File: src/rtl/shift_add_multiplier_if.sv
// Operand/result bundle for the shift-add multiplier.
// start is a level request; the multiplier accepts it only in IDLE or DONE.
interface shift_add_multiplier_if #(
  parameter int SIZE = 8
);
  logic              start;
  logic [SIZE-1:0]   multiplicand;
  logic [SIZE-1:0]   multiplier;
  logic              busy;
  logic              done;
  logic [2*SIZE-1:0] product;

  modport master (
    output start, multiplicand, multiplier,
    input  busy, done, product
  );

  modport slave (
    input  start, multiplicand, multiplier,
    output busy, done, product
  );
endinterface

File: src/rtl/shift_add_multiplier.sv
// Sequential unsigned SIZE x SIZE multiplier: one ripple-carry adder, one add/shift per cycle.
// Handshake: start is sampled on each rising edge in IDLE or DONE; done pulses once per product.

module parametric_RCA #(
  parameter int SIZE = 8
) (
  input  logic [SIZE-1:0] x,
  input  logic [SIZE-1:0] y,
  input  logic            cin,
  output logic [SIZE-1:0] sum,
  output logic            cout
);
  logic [SIZE:0] c;

  assign c[0] = cin;

  for (genvar i = 0; i < SIZE; i++) begin : g_fa
    assign sum[i]  = x[i] ^ y[i] ^ c[i];
    assign c[i+1]  = (x[i] & y[i]) | (c[i] & (x[i] ^ y[i]));
  end

  assign cout = c[SIZE];
endmodule

module shift_add_multiplier #(
  parameter int SIZE = 8
) (
  input  logic                       clk,
  input  logic                       rst,
  shift_add_multiplier_if.slave      bus,
  output logic [1:0]                 state_o
);
  localparam int CW = $clog2(SIZE + 1);

  typedef enum logic [1:0] {
    IDLE = 2'd0,
    ADD  = 2'd1,
    DONE = 2'd2
  } state_t;

  state_t            state_q;
  logic [SIZE-1:0]   a_q;
  logic [SIZE-1:0]   p_hi_q;
  logic [SIZE-1:0]   q_q;
  logic [CW-1:0]     cnt_q;
  logic [2*SIZE-1:0] product_q;
  logic              busy_q;
  logic              done_q;

  logic [SIZE-1:0]   add_y_d;
  logic [SIZE-1:0]   add_sum_d;
  logic              add_cout_d;

  // A zero addend when Q[0]=0 turns the adder into a pass-through of P_hi.
  assign add_y_d = q_q[0] ? a_q : '0;

  parametric_RCA #(.SIZE(SIZE)) u_rca (
    .x    (p_hi_q),
    .y    (add_y_d),
    .cin  (1'b0),
    .sum  (add_sum_d),
    .cout (add_cout_d)
  );

  always_ff @(posedge clk or posedge rst) begin
    if (rst) begin
      state_q   <= IDLE;
      a_q       <= '0;
      p_hi_q    <= '0;
      q_q       <= '0;
      cnt_q     <= '0;
      product_q <= '0;
      busy_q    <= 1'b0;
      done_q    <= 1'b0;
    end else begin
      case (state_q)
        IDLE, DONE: begin
          done_q <= 1'b0;
          if (bus.start) begin
            a_q     <= bus.multiplicand;
            q_q     <= bus.multiplier;
            p_hi_q  <= '0;
            cnt_q   <= '0;
            busy_q  <= 1'b1;
            state_q <= ADD;
          end else begin
            busy_q  <= 1'b0;
            state_q <= IDLE;
          end
        end
        ADD: begin
          p_hi_q <= {add_cout_d, add_sum_d[SIZE-1:1]};
          q_q    <= {add_sum_d[0], q_q[SIZE-1:1]};
          cnt_q  <= cnt_q + 1'b1;
          if (cnt_q == CW'(SIZE - 1)) begin
            // Post-shift {P_hi, Q} is the finished product; the carry is kept.
            product_q <= {add_cout_d, add_sum_d, q_q[SIZE-1:1]};
            busy_q    <= 1'b0;
            done_q    <= 1'b1;
            state_q   <= DONE;
          end
        end
        default: begin
          busy_q  <= 1'b0;
          done_q  <= 1'b0;
          state_q <= IDLE;
        end
      endcase
    end
  end

  assign bus.busy    = busy_q;
  assign bus.done    = done_q;
  assign bus.product = product_q;
  assign state_o     = state_q;
endmodule

File: src/flat_wrapper.sv
// flat-port wrapper written by rule: the top's interface ports become plain ports
module shift_add_multiplier_flat 
#(
  parameter int SIZE = 8
)
  (clk, rst, state_o, bus_start, bus_multiplicand, bus_multiplier, bus_busy, bus_done, bus_product);
  shift_add_multiplier_if #(.SIZE(SIZE)) bus_i ();
  input  logic clk;
  input  logic rst;
  output logic [1:0] state_o;
  input wire logic [$bits(bus_i.start)-1:0] bus_start;
  input wire logic [$bits(bus_i.multiplicand)-1:0] bus_multiplicand;
  input wire logic [$bits(bus_i.multiplier)-1:0] bus_multiplier;
  output wire logic [$bits(bus_i.busy)-1:0] bus_busy;
  output wire logic [$bits(bus_i.done)-1:0] bus_done;
  output wire logic [$bits(bus_i.product)-1:0] bus_product;
  assign bus_i.start = bus_start;
  assign bus_i.multiplicand = bus_multiplicand;
  assign bus_i.multiplier = bus_multiplier;
  assign bus_busy = bus_i.busy;
  assign bus_done = bus_i.done;
  assign bus_product = bus_i.product;
  shift_add_multiplier #(.SIZE(SIZE)) u_core (.clk(clk), .rst(rst), .bus(bus_i), .state_o(state_o));
endmodule
File: config.mk
export PLATFORM = sky130hd
export DESIGN_NAME = shift_add_multiplier_flat
export DESIGN_NICKNAME = d
export VERILOG_FILES = /design/src/rtl/shift_add_multiplier_if.sv /design/src/rtl/shift_add_multiplier.sv /design/src/flat_wrapper.sv
export SDC_FILE = /design/constraint.sdc
export NUM_CORES = 1
export LEC_CHECK = 0
export BUFFER_PORTS_ARGS = -buffer_cell sky130_fd_sc_hd__buf_2
export CAP_MARGIN = 20
export CORE_MARGIN = 4
export CORE_UTILIZATION = 45
export DETAILED_ROUTE_END_ITERATION = 6
export GPL_TIMING_DRIVEN = 0
export PLACE_DENSITY = 0.67
export SYNTH_ARGS = -nofsm -noshare
export SYNTH_HDL_FRONTEND = slang
export SYNTH_SLANG_ARGS = --single-unit
File: constraint.sdc
create_clock -name clk -period 7.2 [get_ports clk]
set_input_delay 0.36 -clock clk [delete_from_list [all_inputs] [get_ports clk]]
set_output_delay 0.36 -clock clk [all_outputs]
set_load 0.03 [all_outputs]
Word-level counts from Yosys, hierarchy flattened
Index checks and enable logic that the tools add are counted.
{"block": "classes", "n_bitwise": 37, "n_mux": 15, "eq_ne": 5, "add_sub_neg": 1, "reduce_logical": 6}
{"cell": "case mux 8 bit (2 select lines)", "count": 2}
{"cell": "2-to-1 mux 8 bit", "count": 3}
{"cell": "bitwise AND 1 bit", "count": 15}
{"cell": "XOR 1 bit", "count": 15}
{"cell": "case mux 4 bit (2 select lines)", "count": 1}
{"cell": "bitwise OR 1 bit", "count": 7}
{"cell": "AND reduction 2 bit", "count": 3}
{"cell": "2-to-1 mux 1 bit", "count": 5}
{"cell": "adder 4 x 1 -> 4 bit (second input constant)", "count": 1}
{"cell": "equality test 4 x 3 -> 1 bit (second input constant)", "count": 1}
{"cell": "2-to-1 mux 4 bit", "count": 1}
{"cell": "case mux 2 bit (2 select lines)", "count": 1}
{"cell": "equality test 2 x 1 -> 1 bit (second input constant)", "count": 1}
{"cell": "equality test 2 bit (second input constant)", "count": 1}
{"cell": "zero test 2 bit", "count": 1}
{"cell": "2-to-1 mux 2 bit", "count": 1}
{"cell": "!= test 2 x 1 -> 1 bit (second input constant)", "count": 1}
{"cell": "!= test 2 bit (second input constant)", "count": 1}
{"cell": "case mux 1 bit (2 select lines)", "count": 1}
{"cell": "nonzero test 2 bit", "count": 1}
{"cell": "OR reduction 2 bit", "count": 1}
{"block": "word_totals", "output_inout_bits": 20, "reg_bits": 48, "in_bits": 19, "wordCells": 72}

Logic depth before layout (Yosys ltp)
{"block": "depth", "word_depth": 17, "ltp_mapped": 12, "mapped_depth_nobuf": 11}

Hierarchy
From an unflattened synthesis, not the netlist that was laid out.
{"block": "hier_totals", "hier_cells": 165, "hier_area_um2": 2110.8}
{"mod": "shift_add_multiplier", "cells_each": 147, "instances": 1, "seq_area_each_um2": 1151.1, "area_each_um2": 1913.1}
{"mod": "parametric_RCA", "cells_each": 18, "instances": 1, "seq_area_each_um2": 0.0, "area_each_um2": 197.7}

Worst setup path before layout
OpenSTA, ideal clock, no wires.
{"block": "synth_path", "path_kind": "reg-to-reg", "from": "register u_core.q_q[0]", "to": "register u_core.product_q[14] (netlist: u_core.bus.product[14])", "arrival_ps": 3684, "t_required_ps": 7071, "setup_slack_ps": 3387, "stages_incl_launch_ff": 13, "cell_sequence": "dfrtp_1 -> clkbuf_1 -> and2_1 -> ha_1 -> inv_1 -> fa_1 -> fa_1 -> fa_1 -> fa_1 -> fa_1 -> fa_1 -> fa_1 -> o21ai_0"}
{"block": "synth_via", "elab_chain_len": 15}
{"element": "start, declared", "line": "shift_add_multiplier.sv:44", "rtl": "logic [SIZE-1:0] q_q;"}
{"element": "start signal, assigned", "line": "shift_add_multiplier.sv:81", "rtl": "q_q <= bus.multiplier;"}
{"element": "start signal, assigned", "line": "shift_add_multiplier.sv:93", "rtl": "q_q <= {add_sum_d[0], q_q[SIZE-1:1]};"}
{"element": "2-to-1 mux 8 bit (*)", "line": "shift_add_multiplier.sv:55", "rtl": "assign add_y_d = q_q[0] ? a_q : '0;"}
{"element": "bitwise AND 1 bit / XOR 1 bit (equally long branches)", "line": "shift_add_multiplier.sv:19", "rtl": "assign c[i+1] = (x[i] & y[i]) | (c[i] & (x[i] ^ y[i]));"}
{"element": "bitwise AND 1 bit", "line": "shift_add_multiplier.sv:19"}
{"element": "bitwise OR 1 bit", "line": "shift_add_multiplier.sv:19"}
{"element": "bitwise AND 1 bit", "line": "shift_add_multiplier.sv:19"}
{"element": "bitwise OR 1 bit", "line": "shift_add_multiplier.sv:19"}
{"element": "bitwise AND 1 bit", "line": "shift_add_multiplier.sv:19"}
{"element": "bitwise OR 1 bit", "line": "shift_add_multiplier.sv:19"}
{"element": "bitwise AND 1 bit", "line": "shift_add_multiplier.sv:19"}
{"element": "bitwise OR 1 bit", "line": "shift_add_multiplier.sv:19"}
{"element": "bitwise AND 1 bit", "line": "shift_add_multiplier.sv:19"}
{"element": "bitwise OR 1 bit", "line": "shift_add_multiplier.sv:19"}
{"element": "bitwise AND 1 bit", "line": "shift_add_multiplier.sv:19"}
{"element": "bitwise OR 1 bit", "line": "shift_add_multiplier.sv:19"}
{"element": "XOR 1 bit (*)", "line": "shift_add_multiplier.sv:18", "rtl": "assign sum[i] = x[i] ^ y[i] ^ c[i];"}
{"element": "end signal, assigned", "line": "shift_add_multiplier.sv:97", "rtl": "product_q <= {add_cout_d, add_sum_d, q_q[SIZE-1:1]};"}
{"element": "end, declared", "line": "shift_add_multiplier.sv:46", "rtl": "logic [2*SIZE-1:0] product_q;"}
Every way passes the cells marked *; elsewhere a longest branch is shown, timed or not.
A chain may end at the register's enable or synchronous reset.

Final worst setup path
Same ends and word-level chain as after synthesis.

==> impl_metrics.toml <==
[global_route]
grtUsageMet3_pct = 4.485
grt_use_total_pct = 15.93
grt_max_degree = 31
grt_pass1_vias = 1450
grt_pass1_wl_um = 6810
met1_usage_pct = 23.42
use_met2_pct = 23.29
busiest_layer = "met1"
overflow = 0
antenna_found_initial = 0

[synth]
synth_xor_area_share_pct = 0
synth.mux.area_fraction_pct = 6.035
synth-edff-count = 0
syn_nets = 215
synth_top_cell_area_share_pct = 56.73
synth_seq_cells = 47
yosys-top-cells-area = "dfrtp_1, nand2_1, fa_1, mux2_2, o21ai_0"
synth-compound-area-share_pct = 10.80
synthAdderAreaFrac_pct = 7.966
ys_warn_count = 0
synthFlopType = "dfrtp_1"
synth-simple-area-share_pct = 13.04
synth_largest_area_cell = "dfrtp_1"
ys_seq_area_share_pct = 56.73
netlist_area_mm2 = 0.002073
synth-async-reset-ratio_pct = 100.0
syn_avg_cell_area_um2 = 11.09
synthDistinctLibCells = 23
synth_top_family_by_area = "simple AND/OR/NAND/NOR gates"
netlist_instances = 187

[floorplan]
die_w_um = 75.88
initial_core_util_pct = 46.97
fp.dieH_um = 75.88
rows = 24
dieArea_mm2 = 0.005757
coreArea_mm2 = 0.004414
pin_count = 39

[setup_path]
worst-path-buf-inv = 2
cp_max_fo = 9
worstPathRequired_ns = 7.38
setup.worst_path.start_class = "flip-flop"
cp.arrival_ns = 4.23
cp-end-kind = "flip-flop"
slowest_stage = "fa_1"
critPathTopFamily = "adder cells"
crit_chain = "clkbuf_1 > and2_1 > ha_1 > inv_1 > fa_1 > fa_1 > fa_1 > fa_1 > fa_1 > fa_1 > fa_1 > o21ai_0"
crit_top_cell = "fa_1"
max_stage_delay_ns = 0.53
crit_type = "flip-flop to flip-flop"

[clock_network]
cts_max_path_buffers = 2
cts_setup_buffers = 0
path_clk_slew_ns = 0.09
cts_tree = "yes"
cts_buffers = 5
numClockSinks = 47
clock_latency_ns = 0.30
ctsHtreeMaxLevel = 2
cts.repair.resized = 0
postCtsHoldBufs = 0
root_buffer = "clkbuf_8"

[timing]
skew_ns = 0.01192
clock.fmax_mhz = 247.0
setup_ws_ns = 3.151
rsz0062_at_grt = "no"
finalSetupTns_ns = 0
tightest_slew_ns = 0.6315
post-route-period-util_pct = 56.24
setup_viol = 0
maxSlewViolCount = 0
relSlewSlack_pct = 57.75
hold_violations = 0
fin_crit_ns = 4.049

[drt]
drt_wl_total_um = 4090
vias_per_cell = 5.168
drc = 0
final_antenna_net_count = 0
drt-initial-drc-count = 101
vias = 1478
wl_per_cell_um = 14.30
first_pass_iters = 4

[placement]
postPlaceCellArea_mm2 = 0.002349
port_buffers = 38
hpwl_um = 3051
pre_cts_ws_ns = 3.153
place_inst = 278
gp_congestion = 0.6945

[layout]
antennaDiodeCount = 0
seq_area_mm2 = 0.001176
final_common_cell = "dfrtp_1"
stdcell_area_mm2 = 0.002481
synthToLayoutAreaGrowth_pct = 19.67
layout.cells.non_filler = 286
fillers = 409
final_cell_mix = "dfrtp_1, nand2_1, buf_2, o21ai_0"
num-nets-final = 261
multi_input_comb_area_um2 = 784.5
drive_gt1_share_pct = 25.64

[power]
ir_drop_v = 0.0002031
p_per_area_mw_per_mm2 = 484.3
fin_total_pwr_w = 0.001202
p_leak_nw = 1.198

[run_status]
status = "finished, final reports clean"

[job]
drv_cap = 0

[min_path]
min_path_type = "primary input to async pin"
## area by class of cell
class                   count  area share, %
well taps                  52          2.622
clock buffers               6          2.925
inverters                  10          1.513
plain buffers              13          3.026
multi-input cells         117          31.62
repair buffers             39          8.472
clock inverters             2          2.421
flip-flops and latches     47          47.40
## flip-flops by register name (all words and copies together) (netlist names)
register	flops
u_core.cnt_q	4
u_core.p_hi_q	8
u_core.bus.busy	1
u_core.q_q	8
u_core.bus.product	16
u_core.bus.done	1
u_core.a_q	8
u_core.state_o	1
## synth_stat cells (2+ instances only)
master / number
nand2_1: 44
nand3_1: 10
o21ai_0: 17
inv_1: 10
nor2b_1: 2
ha_1: 2
o2bb2ai_1: 8
fa_1: 7
nand2b_1: 2
buf_6: 3
mux2i_1: 2
a22oi_1: 8
clkbuf_1: 9
mux2_2: 8
dfrtp_1: 47
## per-layer routing
layer  part of all wire [%]  vias up
li1                       -      710
met1                     47      731
met2                     46       31
met3                    5.6        6
met4                    1.0        0
met5                      0        -
## path summary, 6_finish.rpt
| check | slack (ns) | endpoint | cells past startpoint | from |
|---|---|---|---|---|
| setup / recovery | 3.15 | u_core.bus.product[14]$_DFFE_PP0P_ | 12 | u_core.q_q[0]$_DFFE_PP0P_ |
| hold / removal | 0.04 | u_core.bus.product[7]$_DFFE_PP0P_ | 2 | rst |
| setup reg to reg | 3.15 | u_core.bus.product[14]$_DFFE_PP0P_ | 12 | u_core.q_q[0]$_DFFE_PP0P_ |
| hold reg to reg | 0.48 | u_core.a_q[0]$_DFFE_PP0P_ | 2 | u_core.a_q[0]$_DFFE_PP0P_ |
| max in group asynchronous | 6.70 | u_core.bus.product[2]$_DFFE_PP0P_ | 3 | rst |
| min in group clk | 0.25 | u_core.a_q[1]$_DFFE_PP0P_ | 3 | bus_multiplicand[1] |
## report_power, final
part           internal, W  switching [W]  total [W]
Combinational     0.000194       0.000328   0.000522
Clock             0.000139      0.0000850   0.000224
Sequential        0.000387      0.0000687   0.000456
Total             0.000720       0.000482    0.00120
## through the flow
step / hold slack, ns / util (%)
floorplan: 0.4361 / -
global placement: 0.4555 / 52.75
detailed placement: 0.3582 / 53.20
CTS: 0.04127 / 56.21
global route: 0.06163 / 56.21
finish: 0.03563 / 56.21
## logic make-up (layout without fill, tap and decap cells)
family,count (synthesis),in the layout
and+or+nand+nor,63,63
DFF,47,47
AOI/OAI and AO/OA,34,34
buffers and inverters,23,70
muxes,11,11
adders and majority gates,9,9
No activity file was read; power rests on OpenSTA's default activity.
